File: src/rtl/mux_arb_pkg.sv
// mux_arb_pkg: shared constants and the buffer occupancy encoding for mux_arb.
//   SEL_A / SEL_B : select values tagging which source a word came from
//   DEPTH_MAX     : the only supported output buffer depth
//   count_e       : buffer occupancy state (EMPTY/ONE/FULL)
package mux_arb_pkg;

   localparam logic SEL_A = 1'b0;
   localparam logic SEL_B = 1'b1;

   localparam int unsigned DEPTH_MAX = 2;

   typedef enum logic [1:0] {
      EMPTY = 2'd0,
      ONE   = 2'd1,
      FULL  = 2'd2
   } count_e;

endpackage

File: src/rtl/mux_arb_if.sv
// mux_arb_if: handshake bundle for the two sources and the merged output.
//   a_valid/a_data/a_ready : source A (select 0)
//   b_valid/b_data/b_ready : source B (select 1)
//   z_valid/z_data/z_sel/z_ready : merged output with source tag
// Modports: master = the environment side, slave = the mux_arb side.
interface mux_arb_if #(
   parameter int unsigned WIDTH = 8
);

   logic             a_valid;
   logic [WIDTH-1:0] a_data;
   logic             a_ready;
   logic             b_valid;
   logic [WIDTH-1:0] b_data;
   logic             b_ready;
   logic             z_valid;
   logic [WIDTH-1:0] z_data;
   logic             z_sel;
   logic             z_ready;

   modport master (
      output a_valid, a_data, b_valid, b_data, z_ready,
      input  a_ready, b_ready, z_valid, z_data, z_sel
   );

   modport slave (
      input  a_valid, a_data, b_valid, b_data, z_ready,
      output a_ready, b_ready, z_valid, z_data, z_sel
   );

endinterface

File: src/rtl/mux_arb_mux2_w.sv
// mux2_w: WIDTH-bit 2:1 selector; sel = SEL_A picks a, sel = SEL_B picks b.
//   sel : select bit
//   a,b : candidate words
//   y   : selected word (combinational)
module mux2_w
   import mux_arb_pkg::*;
#(
   parameter int unsigned WIDTH = 8
) (
   input  logic             sel,
   input  logic [WIDTH-1:0] a,
   input  logic [WIDTH-1:0] b,
   output logic [WIDTH-1:0] y
);

   assign y = (sel == SEL_B) ? b : a;

endmodule

File: src/rtl/mux_arb.sv
// mux_arb: two-source arbiter merging A and B into one stream through a
// 2-entry output buffer; each word is tagged with the source it came from.
//   clk   : clock, rising edge
//   reset : synchronous, active-high
//   bus   : mux_arb_if.slave (A/B source handshakes, Z output handshake)
// Build option: define MUX_ARB_RR_EN for round-robin arbitration when both
// sources are valid; otherwise A has fixed priority.
module mux_arb
   import mux_arb_pkg::*;
#(
   parameter int unsigned WIDTH = 8,
   parameter int unsigned DEPTH = DEPTH_MAX
) (
   input  logic       clk,
   input  logic       reset,
   mux_arb_if.slave   bus
);

   localparam int unsigned PTR_W = (DEPTH > 1) ? $clog2(DEPTH) : 1;

   count_e           count_q;
   logic [PTR_W-1:0] head_q;
   logic [PTR_W-1:0] tail_q;
   logic [WIDTH-1:0] data_q [DEPTH];
   logic [DEPTH-1:0] sel_q;

`ifdef MUX_ARB_RR_EN
   logic             last_sel_q;
`endif

   logic             z_valid_c;
   logic             space_c;
   logic             grant_a_c;
   logic             grant_b_c;
   logic             push_c;
   logic             pop_c;
   logic [WIDTH-1:0] wdata_c;

   // Arbitration: a lone valid source wins; contention resolved by build option.
   always_comb begin
      grant_b_c = 1'b0;
      if (bus.b_valid && !bus.a_valid) begin
         grant_b_c = 1'b1;
      end
`ifdef MUX_ARB_RR_EN
      else if (bus.b_valid && bus.a_valid) begin
         grant_b_c = (last_sel_q == SEL_A);
      end
`endif
      grant_a_c = bus.a_valid && !grant_b_c;
   end

   // Handshake: space exists if not full or the head leaves this cycle.
   always_comb begin
      z_valid_c = (count_q != EMPTY);
      pop_c     = z_valid_c && bus.z_ready;
      space_c   = (count_q != FULL) || pop_c;
      push_c    = !reset && space_c && (grant_a_c || grant_b_c);
   end

   assign bus.a_ready = !reset && space_c && grant_a_c;
   assign bus.b_ready = !reset && space_c && grant_b_c;

   mux2_w #(.WIDTH(WIDTH)) u_wmux (
      .sel (grant_b_c),
      .a   (bus.a_data),
      .b   (bus.b_data),
      .y   (wdata_c)
   );

   // Buffer storage, pointers and occupancy state.
   always_ff @(posedge clk) begin
      if (reset) begin
         count_q <= EMPTY;
         head_q  <= '0;
         tail_q  <= '0;
         sel_q   <= '0;
         for (int i = 0; i < DEPTH; i++) begin
            data_q[i] <= '0;
         end
`ifdef MUX_ARB_RR_EN
         last_sel_q <= SEL_B;
`endif
      end else begin
         if (push_c) begin
            data_q[tail_q] <= wdata_c;
            sel_q[tail_q]  <= grant_b_c;
            tail_q         <= tail_q + PTR_W'(1);
`ifdef MUX_ARB_RR_EN
            last_sel_q     <= grant_b_c;
`endif
         end
         if (pop_c) begin
            head_q <= head_q + PTR_W'(1);
         end
         case ({push_c, pop_c})
            2'b10:   count_q <= (count_q == EMPTY) ? ONE : FULL;
            2'b01:   count_q <= (count_q == FULL) ? ONE : EMPTY;
            default: count_q <= count_q;
         endcase
      end
   end

   assign bus.z_valid = z_valid_c;
   assign bus.z_data  = data_q[head_q];
   assign bus.z_sel   = sel_q[head_q];

endmodule

File: src/flat_wrapper.sv
// flat-port wrapper written by rule: the top's interface ports become plain ports
module mux_arb_flat import mux_arb_pkg::*;
#(
   parameter int unsigned WIDTH = 8,
   parameter int unsigned DEPTH = DEPTH_MAX
)
  (clk, reset, bus_a_valid, bus_a_data, bus_b_valid, bus_b_data, bus_z_ready, bus_a_ready, bus_b_ready, bus_z_valid, bus_z_data, bus_z_sel);
  mux_arb_if #(.WIDTH(WIDTH)) bus_i ();
  input  logic clk;
  input  logic reset;
  input wire logic [$bits(bus_i.a_valid)-1:0] bus_a_valid;
  input wire logic [$bits(bus_i.a_data)-1:0] bus_a_data;
  input wire logic [$bits(bus_i.b_valid)-1:0] bus_b_valid;
  input wire logic [$bits(bus_i.b_data)-1:0] bus_b_data;
  input wire logic [$bits(bus_i.z_ready)-1:0] bus_z_ready;
  output wire logic [$bits(bus_i.a_ready)-1:0] bus_a_ready;
  output wire logic [$bits(bus_i.b_ready)-1:0] bus_b_ready;
  output wire logic [$bits(bus_i.z_valid)-1:0] bus_z_valid;
  output wire logic [$bits(bus_i.z_data)-1:0] bus_z_data;
  output wire logic [$bits(bus_i.z_sel)-1:0] bus_z_sel;
  assign bus_i.a_valid = bus_a_valid;
  assign bus_i.a_data = bus_a_data;
  assign bus_i.b_valid = bus_b_valid;
  assign bus_i.b_data = bus_b_data;
  assign bus_i.z_ready = bus_z_ready;
  assign bus_a_ready = bus_i.a_ready;
  assign bus_b_ready = bus_i.b_ready;
  assign bus_z_valid = bus_i.z_valid;
  assign bus_z_data = bus_i.z_data;
  assign bus_z_sel = bus_i.z_sel;
  mux_arb #(.WIDTH(WIDTH), .DEPTH(DEPTH)) u_core (.clk(clk), .reset(reset), .bus(bus_i));
endmodule
File: config.mk
export PLATFORM = sky130hd
export DESIGN_NAME = mux_arb_flat
export DESIGN_NICKNAME = d
export VERILOG_FILES = /design/src/rtl/mux_arb_pkg.sv /design/src/rtl/mux_arb_if.sv /design/src/rtl/mux_arb_mux2_w.sv /design/src/rtl/mux_arb.sv /design/src/flat_wrapper.sv
export SDC_FILE = /design/constraint.sdc
export NUM_CORES = 1
export LEC_CHECK = 0
export CORE_MARGIN = 4
export CORE_UTILIZATION = 45
export CTS_CLUSTER_SIZE = 20
export DETAILED_ROUTE_END_ITERATION = 8
export PLACE_DENSITY = 0.82
export SLEW_MARGIN = 20
export SYNTH_ARGS = -nofsm -noshare
export SYNTH_HDL_FRONTEND = slang
export SYNTH_SLANG_ARGS = --single-unit
export TNS_END_PERCENT = 20
File: constraint.sdc
create_clock -name clk -period 2.34 [get_ports clk]
set_input_delay 0.468 -clock clk [delete_from_list [all_inputs] [get_ports clk]]
set_output_delay 0.468 -clock clk [all_outputs]
set_load 0.01 [all_outputs]
---- Word level (Yosys, flattened, before mapping) ----
Memories as Yosys holds them, arrays and structs flattened. A register that Yosys moved wholly into a read port is not among the register bits.
Cells that the tools add are included.
word-level totals
  bits in registers ....................... 6
  latch bits .............................. 0
  memory bits (writable) .................. 16
  ROM bits ................................ 0
  bits of input ports ..................... 21
  output and inout bits ................... 12
  word-level logic and storage cells ...... 51
  memories kept ........................... 1
operators by class
  add/sub/neg operators ................... 2
  multiply operators ...................... 0
  div/mod/pow operators ................... 0
  order comparisons ....................... 3
  eq/ne operators ......................... 4
  shift operators ......................... 0
  multiplexer cells ....................... 20
  bitwise operators ....................... 0
  reductions and logical operators ........ 17
memories
  name           depth  bits a word  read ports  clocked after Yosys merged registers in  write ports  line           source
  u_core.data_q  2      8            1           1                                        2            mux_arb.sv:24  logic [WIDTH-1:0] data_q [DEPTH];
operators by type and width
  cell                                                         count
  two-way mux 8 bit                                            2
  two-way mux 1 bit                                            14
  logical AND 1 bit                                            8
  OR reduction 8 bit                                           1
  equality test 2 bit (second input constant)                  2
  less-than comparator 1 x 2 -> 1 bit (second input constant)  2
  case mux 2 bit (2 select lines)                              1
  nonzero test 2 bit                                           2
  zero test 1 bit                                              3
  adder 1 bit (second input constant)                          2
  bitwise mux 2 bit                                            1
  equality test 2 x 1 -> 1 bit (second input constant)         1
  zero test 2 bit                                              1
  logical OR 1 bit                                             2
  two-way mux 2 bit                                            1
  inequality test 2 bit (second input constant)                1
  demux 1 bit (select 1 bit)                                   1
  >= comparator 1 bit (second input constant)                  1

---- Longest topological paths before layout ----
Gate-level depths: netlist of the first run.
  word-level depth ........................ 12
  gate-level depth with buffers ........... 8
  mapped depth without buffers ............ 7

---- Cells and area by module ----
From an unflattened synthesis of the first run, not the netlist that was laid out.
second synthesis, totals
  cell total of the unflattened synthesis .. 93
  area total of the unflattened synthesis .. 1,199.9 um2
modules (own cells, without submodules)
  module   instances  cells an instance  area an instance (um2)  seq. area each (um2)
  mux_arb  1          84                 1,068.5                 620.6
  mux2_w   1          9                  131.4                   0.0

---- Least setup slack after synthesis of the first run ----
No wires, ideal clock.
  kind .................................... input -> register
  from .................................... input bus_a_valid
  to ...................................... register u_core.count_q[0]
  library setup time ...................... 0.070 ns
  arrival time ............................ 1.691 ns
  required time ........................... 2.270 ns
  setup slack ............................. 0.579 ns
  cell stages on the path ................. 7
  path buffers ............................ 1
  cell sequence ........................... clkbuf_8 -> nor2_1 -> nor3_1 -> inv_1 -> ha_1 -> or3_1 -> a21oi_1
on the way
  longest elaborated chain between the ends .. 9
  elaborated cells on any way between the ends .. 11
  classes of those cells .................. eq/ne (2); mux (2); reduce/logical (7)
RTL lines
  item                                                                          line                source
  from (decl)                                                                   flat_wrapper.sv:11  input wire logic [$bits(bus_i.a_valid)-1:0] bus_a_valid;
  zero test 1 bit                                                               mux_arb.sv:42       if (bus.b_valid && !bus.a_valid) begin
  logical AND 1 bit                                                             mux_arb.sv:42
  two-way mux 1 bit                                                             mux_arb.sv:42
  zero test 1 bit                                                               mux_arb.sv:50       grant_a_c = bus.a_valid && !grant_b_c;
  logical AND 1 bit                                                             mux_arb.sv:50
  logical OR 1 bit *                                                            mux_arb.sv:58       push_c = !reset && space_c && (grant_a_c || grant_b_c);
  logical AND 1 bit *                                                           mux_arb.sv:58
  equality test 2 x 1 -> 1 bit / equality test 2 bit (equally long branches)    mux_arb.sv:96       case ({push_c, pop_c})
  case mux 2 bit (2 select lines) / nonzero test 2 bit (equally long branches)  n/a
  to (signal assigned)                                                          mux_arb.sv:97       2'b10: count_q <= (count_q == EMPTY) ? ONE : FULL;
  to (signal assigned)                                                          mux_arb.sv:98       2'b01: count_q <= (count_q == FULL) ? ONE : EMPTY;
  to (signal assigned)                                                          mux_arb.sv:99       default: count_q <= count_q;
  to (decl)                                                                     mux_arb.sv:21       count_e count_q;
Mark *: on every way between the ends. The rest lies on a longest branch, timed or not.
A chain may end at the register's enable or synchronous reset.

---- Worst setup path after layout of the first run ----
  from .................................... input bus_z_ready
  to ...................................... output bus_b_ready
on the way
  longest elaborated chain between the ends .. 4
RTL lines
  item                            line                source
  from (decl)                     flat_wrapper.sv:15  input wire logic [$bits(bus_i.z_ready)-1:0] bus_z_ready;
  logical AND 1 bit               mux_arb.sv:56       pop_c = z_valid_c && bus.z_ready;
  logical OR 1 bit                mux_arb.sv:57       space_c = (count_q != FULL) || pop_c;
  logical AND 1 bit (2 in a row)  mux_arb.sv:62       assign bus.b_ready = !reset && space_c && grant_b_c;
  to (decl)                       flat_wrapper.sv:17  output wire logic [$bits(bus_i.b_ready)-1:0] bus_b_ready;
Every way passes these cells.

==> results.cfg, run 1 <==
[route]
wire_per_inst_um = 14.3
route.detailed.drc = 0
ant_nets = 0
viasPerCell = 5.31
wl_um = 2420
dr.pass1.iters = 4
vias = 897
drtIter0Drc = 22

[setup_path]
arrival_ns = 1.80
critPathMaxStageDelay_ns = 0.45
crit_path_cell_trace = clkdlybuf4s50_1 > or3b_4 > and3_2 > dlygate4sd2_1
cp.required_ns = 1.87
critPathSlowestCell = clkdlybuf4s50_1
critPathMaxFanout = 3
cp-startpoint = bus_z_ready
path_class = primary input to output pin
endpoint_kind = output pin
cp-start-kind = primary input
path_delay_family = buffers and inverters
r2r-start = u_core.count_q[0]
crit_buf_inv = 2

[cells_and_area]
post-route-util = 0.689
final_cells = 169
fill_cells = 182
layout_commonest_cell = clkdlybuf4s50_1
multi_input_area_sq_um = 432
regArea_sq_um = 621
syn_to_final_growth_pct = 41.7
final_cell_mix = 30 x clkdlybuf4s50_1, 20 x nor2_1, 16 x edfxtp_1
drive_gt1_frac = 0.227
nNetsFinal = 164
diodes = 0

[clock_tree]
numCtsBuffers = 3
cts_tree = built
cts_root_buf = clkbuf_4
h-tree-depth = 1
max-clock-path-buffers = 2
hold_buffers = 0
post-cts-setup-buffers = 0
path_clk_slew_ns = 0.12
post_cts_resized = 2
cts_num_sinks = 23
clock_latency_ns = 0.30

[synth]
synth-seq-cells = 23
async_reset_ff_frac = 0
synth_ff_type = edfxtp_1
seq_area_frac_synth = 0.566
synth_nets = 117
netlist_instances = 95
netlist_area_sq_um = 1100
yosysUniqueCellTypes = 31
synth_edf_count = 16
ys_warn_count = 0
avgSynthCellArea_sq_um = 11.5

[sta]
period_share = 0.968
maxSlewViolCount = 0
tightest_slew_ns = 0.409
grt_setup_unrepaired = false
fin_ws_ns = 0.0743
max_slew_margin = 0.727
hold_violations = 0
max_freq_ghz = 0.441
period_minus_slack_ns = 2.27
setup_violations = 0
skew_ns = 0.000763

[floorplan]
dieArea_sq_um = 3290
coreArea_sq_um = 2250
num_io_pins = 33
die_w_um = 57.4
die_y_um = 57.4
rows = 17
start_util = 0.486

[global_route]
grt_overflow = 0
grt_pass1_vias = 930
track_usage = 0.164
grt_pass1_wl_um = 4180
antenna_found_initial = 0
grt_max_degree = 14

[min_path]
holdCritStartpoint = u_core.sel_q[1]
min_path_type = flip-flop to flip-flop

[placement]
placed_cells = 165
post-dp-hpwl_um = 1920
io_buffers = 32
gp_congestion = 0.740
place_ws_ns = -0.118

[power]
leakage_nw = 0.626
peakVddDrop_uv = 404
powerDensity_nw_per_um2 = 691

[run_status]
status = complete, no violations

[flow_run]
cap_viol_max_count = 0
-- power by group --
part	total [W]	internal [W]	switching, W
logic	0.000341	0.000205	0.000136
registers	0.000552	0.000505	0.0000468
clock network	0.000180	0.0000638	0.000116
-- cell type report --
class	instances	area share
clock buffer	3	0.0145
tap	28	0.0226
clock inverter	1	0.00322
inverter	4	0.00967
multi-input combinational	64	0.278
timing repair buffer	46	0.272
sequential	23	0.400
-- sequential cells by signal, indices dropped and copies added (netlist names), named ones only --
register,flops
u_core.head_q,1
u_core.tail_q,1
u_core.sel_q,2
u_core.count_q,2
u_core.data_q,16
-- tightest hold or removal path: cells and delay by family, from the launching register on --
family,cells,cell delay (ns)
flops,1,0.33
simple gates,1,0.07
compound gates,1,0.05
-- worst paths after layout --
path,end,slack (ns),cells after the start
max,bus_b_ready,0.07,4
min,u_core.sel_q[1],0.49,2
max reg2reg,u_core.count_q[0],0.58,6
min reg2reg,u_core.sel_q[1],0.49,2
-- stage by stage --
| stage | instance area (sq um) | hold slack, ns | total power [W] | TNS [ns] |
|---|---|---|---|---|
| 6_report | 1550 | 0.488 | 0.00107 | 0 |
| 4_1_cts | 1550 | 0.494 | 0.00108 | 0 |
| 3_3_place_gp | 1530 | 0.459 | 0.000892 | -0.199 |
| 5_1_grt | 1550 | 0.512 | 0.00114 | 0 |
| 2_1_floorplan | 1100 | 0.445 | 0.000728 | 0 |
| 3_5_place_dp | 1530 | 0.476 | 0.000908 | -0.223 |
-- cells by family after synthesis --
kind of cell | count (synthesis) | synth area share
multiplexers | 10 | 0.102
AND/OR/NAND/NOR | 34 | 0.150
buffers and inverters | 8 | 0.0400
adder cells (fa/ha/maj) | 1 | 0.0114
AO/OA/AOI/OAI | 17 | 0.115
XOR/XNOR | 2 | 0.0160
flip-flops | 23 | 0.566
-- metal layers --
layer | GRT usage | up-vias | wire length, um | part of all wire
li1 | - | 440 | - | -
met1 | 0.188 | 430 | 998 | 0.41
met2 | 0.292 | 23 | 1260 | 0.52
met3 | 0.0543 | 4 | 142 | 0.059
met4 | 0.0397 | 0 | 26 | 0.011
met5 | 0 | - | 0 | 0
-- cells in the mapped netlist (2+ instances only) --
cell / n / area [sq um]
edfxtp_1: 16 / 480
nand3_1: 2 / 10.0
o31ai_1: 2 / 15.0
inv_1: 3 / 11.3
mux2_2: 9 / 101
a22oi_1: 8 / 60.1
clkbuf_1: 2 / 7.51
nand2_1: 3 / 11.3
a21oi_1: 3 / 15.0
nor2_1: 20 / 75.1
dfxtp_1: 7 / 140
Power figures use the tool's default switching activity.
==> run 2, diff against run 1 <==
--- a/config.mk
+++ b/config.mk
@@ -5,12 +5,12 @@
 export SDC_FILE = /design/constraint.sdc
 export NUM_CORES = 1
 export LEC_CHECK = 0
+export CAP_MARGIN = 30
 export CORE_MARGIN = 4
 export CORE_UTILIZATION = 45
-export CTS_CLUSTER_SIZE = 20
+export CTS_CLUSTER_SIZE = 8
 export DETAILED_ROUTE_END_ITERATION = 8
 export PLACE_DENSITY = 0.82
-export SLEW_MARGIN = 20
 export SYNTH_ARGS = -nofsm -noshare
 export SYNTH_HDL_FRONTEND = slang
 export SYNTH_SLANG_ARGS = --single-unit
==> results of run 2 <==
No change in the layout: final DEF, timing and power equal those of run 1.
